`config.mk`:
```
export PLATFORM = sky130hd
export DESIGN_NAME = control_sequencer
export DESIGN_NICKNAME = d
export VERILOG_FILES = /design/src/rtl/control_sequencer.sv
export SDC_FILE = /design/constraint.sdc
export NUM_CORES = 1
export LEC_CHECK = 0
export ABC_CLOCK_PERIOD_IN_PS = 6150
export CORE_MARGIN = 3
export CORE_UTILIZATION = 35
export DETAILED_ROUTE_END_ITERATION = 7
export HOLD_SLACK_MARGIN = 0.1
export PLACE_DENSITY_LB_ADDON = 0.2
export SLEW_MARGIN = 10
export SYNTH_ARGS = -nofsm -noshare
export SYNTH_HDL_FRONTEND = slang
export SYNTH_SLANG_ARGS = --single-unit
```
`constraint.sdc`:
```
create_clock -name CLOCK -period 6.15 [get_ports CLOCK]
set_clock_uncertainty 0.1 [all_clocks]
set_input_delay 1.5375 -clock CLOCK [delete_from_list [all_inputs] [get_ports CLOCK]]
set_output_delay 1.5375 -clock CLOCK [all_outputs]
set_load 0.005 [all_outputs]
```
`src/rtl/control_sequencer.sv`:
```
// Microcoded-style control sequencer for a small accumulator CPU: walks the
// fetch/decode/execute states and decodes every datapath strobe from them.
module control_sequencer #(
    parameter int BUS_WIDTH    = 16,
    parameter int OPCODE_WIDTH = 4
) (
    input  logic                 CLOCK,
    input  logic                 RESET,
    input  logic [BUS_WIDTH-1:0] INSTRUCTION,
    input  logic                 MEM_READY,
    input  logic                 CARRY_IN,
    input  logic                 ZERO_IN,
    output logic                 PC_ENABLE,
    output logic                 PC_LOAD,
    output logic                 PC_COUNT,
    output logic                 MAR_LOAD,
    output logic                 MEM_ENABLE,
    output logic                 MEM_LOAD,
    output logic                 IR_LOAD,
    output logic                 IR_ENABLE,
    output logic                 A_LOAD,
    output logic                 A_ENABLE,
    output logic                 B_LOAD,
    output logic                 ALU_ENABLE,
    output logic                 ALU_SUB,
    output logic                 OUT_LOAD,
    output logic [2:0]           STEP,
    output logic                 HALTED,
    output logic                 FLAG_C,
    output logic                 FLAG_Z
);

    typedef enum logic [2:0] {
        FETCH_ADDR = 3'd0,
        FETCH_MEM  = 3'd1,
        DECODE     = 3'd2,
        EXEC_ADDR  = 3'd3,
        EXEC_MEM   = 3'd4,
        EXEC_ALU   = 3'd5,
        HALT       = 3'd7
    } state_t;

    typedef enum logic [3:0] {
        OP_NOP = 4'h0,
        OP_LDA = 4'h1,
        OP_ADD = 4'h2,
        OP_SUB = 4'h3,
        OP_STA = 4'h4,
        OP_LDI = 4'h5,
        OP_JMP = 4'h6,
        OP_JC  = 4'h7,
        OP_JZ  = 4'h8,
        OP_OUT = 4'hE,
        OP_HLT = 4'hF
    } op_t;

    state_t                  state;
    state_t                  next_state;
    op_t                     op;
    logic [OPCODE_WIDTH-1:0] opcode;
    logic                    flag_c;
    logic                    flag_z;

    logic pc_enable, pc_load, pc_count, mar_load, mem_enable, mem_load;
    logic ir_load, ir_enable, a_load, a_enable, b_load;
    logic alu_enable, alu_sub, out_load;

    // The operand field goes straight from the instruction register to the bus.
    logic unused_operand;
    assign unused_operand = ^INSTRUCTION[BUS_WIDTH-OPCODE_WIDTH-1:0];

    assign opcode = INSTRUCTION[BUS_WIDTH-1 -: OPCODE_WIDTH];

    always_comb begin
        op = OP_NOP;
        case (opcode)
            OPCODE_WIDTH'(4'h1): op = OP_LDA;
            OPCODE_WIDTH'(4'h2): op = OP_ADD;
            OPCODE_WIDTH'(4'h3): op = OP_SUB;
            OPCODE_WIDTH'(4'h4): op = OP_STA;
            OPCODE_WIDTH'(4'h5): op = OP_LDI;
            OPCODE_WIDTH'(4'h6): op = OP_JMP;
            OPCODE_WIDTH'(4'h7): op = OP_JC;
            OPCODE_WIDTH'(4'h8): op = OP_JZ;
            OPCODE_WIDTH'(4'hE): op = OP_OUT;
            OPCODE_WIDTH'(4'hF): op = OP_HLT;
            default:             op = OP_NOP;
        endcase
    end

    always_ff @(posedge CLOCK) begin
        if (RESET) begin
            state  <= FETCH_ADDR;
            flag_c <= 1'b0;
            flag_z <= 1'b0;
        end else begin
            state <= next_state;
            if (state == EXEC_ALU) begin
                flag_c <= CARRY_IN;
                flag_z <= ZERO_IN;
            end
        end
    end

    always_comb begin
        next_state = state;
        pc_enable  = 1'b0;
        pc_load    = 1'b0;
        pc_count   = 1'b0;
        mar_load   = 1'b0;
        mem_enable = 1'b0;
        mem_load   = 1'b0;
        ir_load    = 1'b0;
        ir_enable  = 1'b0;
        a_load     = 1'b0;
        a_enable   = 1'b0;
        b_load     = 1'b0;
        alu_enable = 1'b0;
        alu_sub    = 1'b0;
        out_load   = 1'b0;

        case (state)
            FETCH_ADDR: begin
                pc_enable  = 1'b1;
                mar_load   = 1'b1;
                next_state = FETCH_MEM;
            end
            FETCH_MEM: begin
                mem_enable = 1'b1;
                ir_load    = 1'b1;
                if (MEM_READY) begin
                    pc_count   = 1'b1;
                    next_state = DECODE;
                end
            end
            DECODE: begin
                next_state = FETCH_ADDR;
                case (op)
                    OP_LDI: begin
                        ir_enable = 1'b1;
                        a_load    = 1'b1;
                    end
                    OP_JMP: begin
                        ir_enable = 1'b1;
                        pc_load   = 1'b1;
                    end
                    OP_JC: begin
                        ir_enable = flag_c;
                        pc_load   = flag_c;
                    end
                    OP_JZ: begin
                        ir_enable = flag_z;
                        pc_load   = flag_z;
                    end
                    OP_OUT: begin
                        a_enable = 1'b1;
                        out_load = 1'b1;
                    end
                    OP_HLT:                        next_state = HALT;
                    OP_LDA, OP_ADD, OP_SUB, OP_STA: next_state = EXEC_ADDR;
                    default: ;
                endcase
            end
            EXEC_ADDR: begin
                ir_enable  = 1'b1;
                mar_load   = 1'b1;
                next_state = EXEC_MEM;
            end
            EXEC_MEM: begin
                // Strobes depend only on the opcode so they hold steady while waiting.
                case (op)
                    OP_LDA: begin
                        mem_enable = 1'b1;
                        a_load     = 1'b1;
                    end
                    OP_ADD, OP_SUB: begin
                        mem_enable = 1'b1;
                        b_load     = 1'b1;
                    end
                    OP_STA: begin
                        a_enable = 1'b1;
                        mem_load = 1'b1;
                    end
                    default: ;
                endcase
                if (MEM_READY) begin
                    if (op == OP_ADD || op == OP_SUB) next_state = EXEC_ALU;
                    else                              next_state = FETCH_ADDR;
                end
            end
            EXEC_ALU: begin
                alu_enable = 1'b1;
                a_load     = 1'b1;
                alu_sub    = (op == OP_SUB);
                next_state = FETCH_ADDR;
            end
            HALT:    next_state = HALT;
            default: next_state = FETCH_ADDR;
        endcase
    end

    // Reset overrides the decode so nothing strobes while it is held.
    assign PC_ENABLE  = pc_enable  & ~RESET;
    assign PC_LOAD    = pc_load    & ~RESET;
    assign PC_COUNT   = pc_count   & ~RESET;
    assign MAR_LOAD   = mar_load   & ~RESET;
    assign MEM_ENABLE = mem_enable & ~RESET;
    assign MEM_LOAD   = mem_load   & ~RESET;
    assign IR_LOAD    = ir_load    & ~RESET;
    assign IR_ENABLE  = ir_enable  & ~RESET;
    assign A_LOAD     = a_load     & ~RESET;
    assign A_ENABLE   = a_enable   & ~RESET;
    assign B_LOAD     = b_load     & ~RESET;
    assign ALU_ENABLE = alu_enable & ~RESET;
    assign ALU_SUB    = alu_sub    & ~RESET;
    assign OUT_LOAD   = out_load   & ~RESET;
    assign HALTED     = (state == HALT) & ~RESET;
    assign STEP       = state;
    assign FLAG_C     = flag_c;
    assign FLAG_Z     = flag_z;

endmodule
```
==> results.sh, run 1 <==
export IMPL_viasPerCell=5.70
export IMPL_cts_buffer_depth=2
export IMPL_reg2reg_to="STEP[2]$_SDFFE_PP0P_"
export IMPL_crit_path_end_kind="output pin"
export IMPL_drc_errors=0
export IMPL_fin_tns_setup_ns=0
export IMPL_route_vias_total=701
export IMPL_min_delay_start="FLAG_Z$_SDFFE_PP0N_"
export IMPL_worstMarginPinSlew_ns=0.556
export IMPL_initial_utilization_pct=38.9
export IMPL_antenna_cells=0
export IMPL_ant_nets=0
export IMPL_nets=130
export IMPL_layout_area_seq_um2=100
export IMPL_fin_ws_ns=0.845
export IMPL_crit_start="RESET"
export IMPL_ys_ff_latch=5
export IMPL_cp_required_ns=4.51
export IMPL_hold_path_class="flop to flop"
export IMPL_die_w_um=45.0
export IMPL_syn_nets=102
export IMPL_pre_cts_ws_ns=0.832
export IMPL_holdPathEnd="FLAG_Z$_SDFFE_PP0N_"
export IMPL_stdcell_area_um2=835
export IMPL_min_period_over_period_pct=86.3
export IMPL_drive_gt1_share_pct=6.48
export IMPL_die_height_um=45.0
export IMPL_worst_setup_path_type="input port to output pin"
export IMPL_gr_usage_all_layers_pct=17.1
export IMPL_regToRegSetupSlack_ns=4.56
export IMPL_min_path_cells=2
export IMPL_finalPower_w=0.000201
export IMPL_grt_pass1_vias=581
export IMPL_setup_viol=0
export IMPL_wire_per_inst_um=13.0
export IMPL_yosysWarningCount=0
export IMPL_multiInputGateArea_um2=394
export IMPL_firstDrtPassIters=4
export IMPL_ir_drop_v=0.000167
export IMPL_syn_avg_cell_area_um2=6.56
export IMPL_cts_root_buf="clkbuf_4"
export IMPL_post_cts_resized=0
export IMPL_clkTransAtPathRegs_ns=0.05
export IMPL_dieArea_um2=2020
export IMPL_grt_pass1_wl_um=2590
export IMPL_cp_arrival_ns=3.67
export IMPL_synth_cells=81
export IMPL_synth_area_um2=532
export IMPL_finalMaxSlewViolations=0
export IMPL_timing_rr_start="STEP[0]$_SDFFE_PP0P_"
export IMPL_pin_count=41
export IMPL_holdBufCountCts=0
export IMPL_leakagePower_nw=0.279
export IMPL_maxCapViolations=0
export IMPL_post_cts_setup_buffers=0
export IMPL_hold_viol=0
export IMPL_fill_cells=143
export IMPL_rows=13
export IMPL_drt_iter0_markers=15
export IMPL_coreArea_um2=1370
export IMPL_synth_cell_type_count=32
export IMPL_drt_total_wl_um=1600
export IMPL_grt_max_degree=18
export IMPL_slew_headroom_pct=62.9
export IMPL_status="finished, final reports clean"
export IMPL_rsz0062_at_grt="no"
export IMPL_cts_sinks=5
export IMPL_fin_crit_ns=5.31
export IMPL_p_per_area_nw_per_um2=241
export IMPL_fmax_mhz=188
export IMPL_gr_total_overflow=0
export IMPL_antenna_found_initial=0
export IMPL_clk_insertion_delay_late_ns=0.24
export IMPL_dpl_cell_area_um2=808
export IMPL_area_growth_syn_to_layout_pct=56.9
export IMPL_cts_buffers=3
export IMPL_portBuffers=28
export IMPL_ff2ff_path_depth=4
export IMPL_fin_util_pct=61.1
export IMPL_place_gp_congestion=0.837
export IMPL_crit_path_max_fanout=10
export IMPL_seq_area_frac_synth_pct=18.8
export IMPL_crit_path_start_kind="input port"
export IMPL_dpl_hpwl_um=1180
export IMPL_tritoncts="yes"
export IMPL_htreeDepth=1
==> sequential cells by signal, indices dropped and copies added, names as in the netlist <==
register  flops
FLAG_C        1
FLAG_Z        1
STEP          3
==> final cells by class <==
type                       instances  area share [%]
clock buffer                       4            3.15
inverter                           2           0.900
multi-input combinational         68            47.2
sequential                         5            12.0
tap                               15            2.25
timing repair buffer              29            34.5
==> cells in the final DEF, fill, tap and decap left out, types with 2 or more instances in the layout <==
| master | instances |
|---|---|
| nand2b_1 | 4 |
| clkdlybuf4s50_1 | 28 |
| a21oi_1 | 7 |
| or3_1 | 2 |
| nor2_1 | 9 |
| nand2_1 | 8 |
| or2_1 | 2 |
| inv_1 | 2 |
| dfxtp_1 | 5 |
| nand3_1 | 4 |
| nor3_1 | 3 |
| nand4_1 | 2 |
| clkbuf_4 | 3 |
| nor2b_1 | 3 |
| nor4_1 | 4 |
| a211oi_1 | 3 |
| and3_1 | 2 |
==> routing by layer <==
layer	part of all wire (%)	global-route usage [%]	routed length, µm
met5	0	0	0
met4	0.69	5.26	11
met3	7.2	6.37	116
met2	45	25.7	713
met1	48	22.5	761
==> critical path: stages <==
cell and delay (ns):
clkdlybuf4s50_1 0.40, buf_4 0.17, or4b_4 0.53, or3_1 0.32
o21ai_1 0.07, and3_1 0.16, clkdlybuf4s50_1 0.49
==> logic make-up (layout without fill, tap and decap cells) <==
family	count (synthesis)	in the layout	share of synthesized area [%]
and+or+nand+nor	48	48	50.1
AOI/OAI and AO/OA	20	20	24.0
buffers and inverters	8	35	7.06
DFF	5	5	18.8
==> how the worst max path moves through the flow <==
stage                           to  cells after the start
after floorplan           A_ENABLE                      5
after global placement    A_ENABLE                      7
after detailed placement  A_ENABLE                      7
after CTS                 A_ENABLE                      7
after global routing      A_ENABLE                      7
final                     A_ENABLE                      7
==> where the power goes <==
| part | switching, W | internal, W |
|---|---|---|
| Sequential | 0.0000236 | 0.0000390 |
| Combinational | 0.0000415 | 0.0000582 |
| Clock | 0.0000144 | 0.0000246 |
| Total | 0.0000796 | 0.000122 |
==> synth_stat cells <==
library cell,count,area (µm²)
o22ai_1,1,6.26
o2bb2ai_1,1,8.76
or2_1,2,12.5
a21oi_1,7,35.0
inv_1,2,7.51
nor3b_1,1,7.51
nand4_1,2,12.5
nor2b_1,3,18.8
a211oi_1,3,22.5
a21o_1,1,7.51
nor2_1,9,33.8
a31oi_1,1,6.26
o31ai_1,1,7.51
dfxtp_1,5,100
o21ai_0,1,5.00
or3b_2,1,8.76
o21bai_1,1,7.51
nand2b_1,4,25.0
buf_6,1,11.3
and3_1,2,12.5
or3_1,2,12.5
clkbuf_1,5,18.8
or4b_1,1,10.0
or3b_1,1,8.76
or4b_4,1,13.8
nand3_1,4,20.0
nor3_1,3,15.0
o21ai_1,1,5.00
o21a_1,1,7.51
nand2_1,8,30.0
a31o_2,1,8.76
nor4_1,4,25.0
==> per-stage QoR <==
| stage | hold slack, ns | cells |
|---|---|---|
| finish | 0.372 | 123 |
| detailed placement | 0.369 | 119 |
| global placement | 0.370 | 119 |
| global route | 0.417 | 123 |
| CTS | 0.379 | 123 |
| floorplan | 0.358 | 81 |
Note: power is estimated with default switching activity, not from simulation.
==> run 2: changes to the inputs <==
TNS_END_PERCENT = 100   (was not set)
==> results of run 2 <==
The final DEF is identical to that of run 1; final timing and power are the same.
